--- src/rtl/pat_pkg.sv ---
// Shared constants and types for the pattern-replicator stream checker.
package pat_pkg;

    localparam int unsigned DefPatternWidth = 32;
    localparam int unsigned DefOutputWidth  = 64;
    localparam int unsigned DefCyclesPerRow = 4;
    localparam int unsigned DefRowsPerFrame = 3;

    localparam logic [15:0] LfsrSeed = 16'hACE1;
    localparam logic [15:0] LfsrTaps = 16'hB400;

    typedef enum logic {
        StIdle,
        StInFrame
    } chk_state_e;

    // One step of a right-shifting Galois LFSR.
    function automatic logic [15:0] lfsr_step(input logic [15:0] cur);
        return (cur >> 1) ^ (cur[0] ? LfsrTaps : 16'h0000);
    endfunction

endpackage

--- src/rtl/lfsr16.sv ---
// Free-running 16-bit Galois LFSR used to throttle TREADY.
module lfsr16
    import pat_pkg::*;
#(
    parameter logic [15:0] Seed = LfsrSeed
) (
    input  logic        clk,
    input  logic        reset,
    input  logic        en_i,
    output logic [15:0] state_o
);

    logic [15:0] state_q, state_d;

    always_comb begin
        state_d = state_q;
        if (en_i) begin
            state_d = lfsr_step(state_q);
        end
    end

    always_ff @(posedge clk) begin
        if (reset) begin
            state_q <= Seed;
        end else begin
            state_q <= state_d;
        end
    end

    assign state_o = state_q;

endmodule

--- config.mk ---
export PLATFORM = sky130hd
export DESIGN_NAME = lfsr16
export DESIGN_NICKNAME = d
export VERILOG_FILES = /design/src/rtl/pat_pkg.sv /design/src/rtl/lfsr16.sv
export SDC_FILE = /design/constraint.sdc
export NUM_CORES = 1
export LEC_CHECK = 0
export CAP_MARGIN = 20
export CORE_UTILIZATION = 47
export DETAILED_ROUTE_END_ITERATION = 10
export PLACE_DENSITY = 0.83
export SLEW_MARGIN = 30
export SYNTH_ARGS = -nofsm -noshare
export SYNTH_HDL_FRONTEND = slang
export SYNTH_SLANG_ARGS = --single-unit
--- constraint.sdc ---
create_clock -name clk -period 1.5 [get_ports clk]
set_clock_uncertainty 0.15 [all_clocks]
set_input_delay 0.45 -clock clk [delete_from_list [all_inputs] [get_ports clk]]
set_output_delay 0.45 -clock clk [all_outputs]
set_load 0.05 [all_outputs]
# --- Yosys cells after proc, flatten, opt, wreduce, memory -nomap -nowiden ---
# Index checks and enable logic that the tools add are counted.
totals:
  register_bits: 16
  word_cells: 3
classes:
  muxes: 1
  n_bitwise: 1
op_table:
  columns: ["op", "count"]
  rows:
  - ["2-to-1 mux 16 bit", 1]
  - ["XOR 15 x 16 -> 16 bit", 1]

# --- Depth between registers and ports, before layout ---
logic_depth:
  ltp_word: 2
  depth_mapped: 4
  mapped_depth_nobuf: 2

# --- Worst setup path after synthesis ---
# No wires, ideal clock.
synth_timing:
  path_kind: "reg2reg"
  start: "reg state_q[0], in the netlist state_o[0]"
  end: "reg state_q[12], in the netlist state_o[12]"
  path_buffers: 0
  stages_incl_launch_ff: 3
  arrival_ps: 1084
  required_time_ps: 1271
  period_less_slack_ps: 1313
  slack_ps: 187
  cell_sequence: "dfxtp_1 > xnor2_1 > a211oi_2"
synth_between:
  elab_chain_len: 2
synth_rtl:
  columns: ["item", "line", "rtl"]
  rows:
  - ["start, declared", "lfsr16.sv:13", "logic [15:0] state_q, state_d;"]
  - ["start signal, assigned", "lfsr16.sv:26", "state_q <= state_d;"]
  - ["2-to-1 mux 16 bit", "pat_pkg.sv:19", "return (cur >> 1) ^ (cur[0] ? LfsrTaps : 16'h0000);"]
  - ["XOR 15 x 16 -> 16 bit", "pat_pkg.sv:19", null]
# No other way between the ends.
# A chain may end at the register's enable or synchronous reset.

# --- Worst setup path in the final report ---
layout_timing:
  start: "reg state_q[8], in the netlist state_o[8]"
  end: "out state_o[8]"
layout_rtl:
  columns: ["item", "line", "rtl"]
  rows:
  - ["end, declared", "lfsr16.sv:10", "output logic [15:0] state_o"]
# No word-level cell between the ends.

==> metrics.txt <==
Lkg Pwr=0.472 nW; initial antenna violation count=0; Longest Clk Path Bufs=2; most common cell after layout, fill and taps aside=buf_12; boundary pin count=19; CP Depth=1; DP Wirelength=1130 µm; final WL=1900 µm; DIE HEIGHT=38.6 µm; Die Wd=about 39 µm; Final Hold Viols=0; Synth Instances=56; Synth warnings=0; max reg flops=16; Area Growth Syn to Fin=69.0%; Switching Fraction=31.6%; reg-to-reg startpoint=state_o[0]; post-synthesis sequential area ratio=approximately half; period utilisation layout=99.6%; Reg clk slew, reported paths=around 0.1 ns; crit path capture=state_o[8]; Fmax achieved=669 MHz; Layout fillers=45; First-pass DRT Iterations=4; vias in the first global route=505; GRT Max-Usage Layer=met2; Worst-Margin Slew=0.243 ns; Slew Viols, Final=0; worst hold path class=flop to flop; Inserted Clock Buffers=3; crit-path max FO=3; Psw=358 µW; crit path buf inv count=1; Initial Utilization=53.7%; Synth cell types=16; fraction of layout cells with a size suffix above 1=55.4%; row count=12; count of final setup violators=0; CTS tree=built; nets=87; antenna viol nets, final=0; vias post-DR=562; startpoint types=flop; Via density=5.79; clock network power share=roughly a quarter; sequential share of power=around 45%; arrival time worst endpoint=roughly 0.9 ns; Place WS=-0.350 ns; Slew headroom=83.7%; diode count=0; H-tree depth=1; Reg2Reg Depth=3; slowest CP cell=dfxtp_1; Largest stage delay, worst path=around 0.43 ns; Peak VDD IR=around 0.00090 V; Remaining DRCs=0; GP Congestion=0.737; first-pass GRT wire length=2370 µm; register area=around 340 µm²; Period minus WS final=1.49 ns; buffers added on ports=18; Clock Latency Late Sink=~0.30 ns; root buf cell=clkbuf_4; PnR worst setup slack=0.00529 ns; max-cap check violation count=0; CP Capture Type=primary output; setup TNS=0 ns; number of synthesized register bits=16; Multi-input gate area=268 µm²; total track usage=25.6%; Initial DRC Count=20; Worst Path Class, Setup=flop to primary output; met3 Resource Use GR=a little over a tenth; syn_nets=59; combinational share of power=29.5%; most frequent cells in the layout=buf_12, dfxtp_2, buf_4, nor2_1, mux2i_1; met2 usage=43.8%; crit path cell chain=buf_12; Int Pwr=774 µW; power per cell area=1060 nW/µm²; Worst R2R End=state_o[0]; setup bufs post-CTS=0; CP delay by family, top=flip-flops; remaining global-route overflow=0; largest net degree at the start of global routing=10; M1 GR Usage=28.7%; die area=1490 µm²; R2R Setup Slk=around 0.28 ns; Core Region=1170 µm²; Post-Syn Area per Cell=11.2 µm²; wire per inst=19.6 µm; CTS sink count=16; status=finished clean; CP startpoint=state_o[8]; WP data required=0.90 ns; synthesized cell area=629 µm²
==> power groups by stage <==
stage | Sequential [mW] | Clock (mW) | Combinational, mW
detailed placement | 0.505 | 0 | 0.328
finish | 0.504 | 0.294 | 0.334
CTS | 0.497 | 0.295 | 0.328
global route | 0.506 | 0.318 | 0.346
global placement | 0.503 | 0 | 0.319
floorplan | 0.589 | 0 | 0.0761
==> logic make-up (layout without fill, tap and decap cells) <==
family,Yosys count,after routing,synth area share (%)
buf+inv,4,31,6.56
flops,16,16,50.9
simple gates,17,17,15.3
xor+xnor,3,3,4.18
compound gates,9,9,11.9
mux,7,7,11.1
==> per-layer routing <==
metal / vias to the layer above / wire length [µm] / part of all wire, %
met5: - / 0 / 0
met4: 0 / 14 / 0.74
met3: 2 / 167 / 8.8
met2: 34 / 1020 / 54
met1: 278 / 699 / 37
li1: 248 / - / -
==> Yosys cell counts <==
library cell  number  area share (%)
dfxtp_1           16              51
nor2b_1            2             2.0
nor3_1             2             1.6
buf_2              1            0.79
and2b_1            1             1.2
and2b_2            3             4.2
nor2_1             8             4.8
xnor2_1            3             4.2
a211o_1            6             8.3
mux2i_1            7              11
buf_12             1             3.2
a211oi_2           1             2.0
clkbuf_2           1            0.79
a21oi_1            2             1.6
and2b_4            1             1.6
buf_6              1             1.8
==> worst min-delay path by stage <==
stage,startpoint,slack [ns],cells past startpoint,to
finish,state_o[1],0.39,1,state_o[0]
global route,state_o[6],0.40,1,state_o[5]
CTS,state_o[7],0.39,1,state_o[6]
detailed placement,state_o[6],0.41,1,state_o[5]
global placement,state_o[8],0.39,1,state_o[7]
floorplan,en_i,0.57,2,state_o[15]
==> worst reg2reg max path, delay by kind of cell (launching register included) <==
family          cells  cell delay [ns]
buf+inv             1             0.18
compound gates      1             0.23
simple gates        1             0.20
flops               1             0.36
==> timing repair <==
| action | CTS | global route |
|---|---|---|
| gates resized for setup | 3 | 10 |
| endpoints found under the setup margin | 7 | 10 |
| hold buffers | 0 | 0 |
==> through the flow <==
step           utilization, %  hold slack [ns]  total power, mW  instances  area [µm²]
2_1_floorplan               -            0.571            0.665         56         629
3_3_place_gp             86.5            0.393            0.822         93        1010
3_5_place_dp             86.5            0.407            0.833         93        1010
4_1_cts                  89.7            0.393             1.12         97        1050
5_1_grt                  90.8            0.398             1.17         97        1060
6_report                 90.8            0.390             1.13         97        1060
==> cell type report <==
type,instances,area share (%)
Tap cell,14,1.65
Sequential cell,16,31.5
Clock buffer,4,3.41
Multi-Input combinational cell,36,25.2
Timing Repair Buffer,27,38.2
No activity file was read; power rests on OpenSTA's default activity.
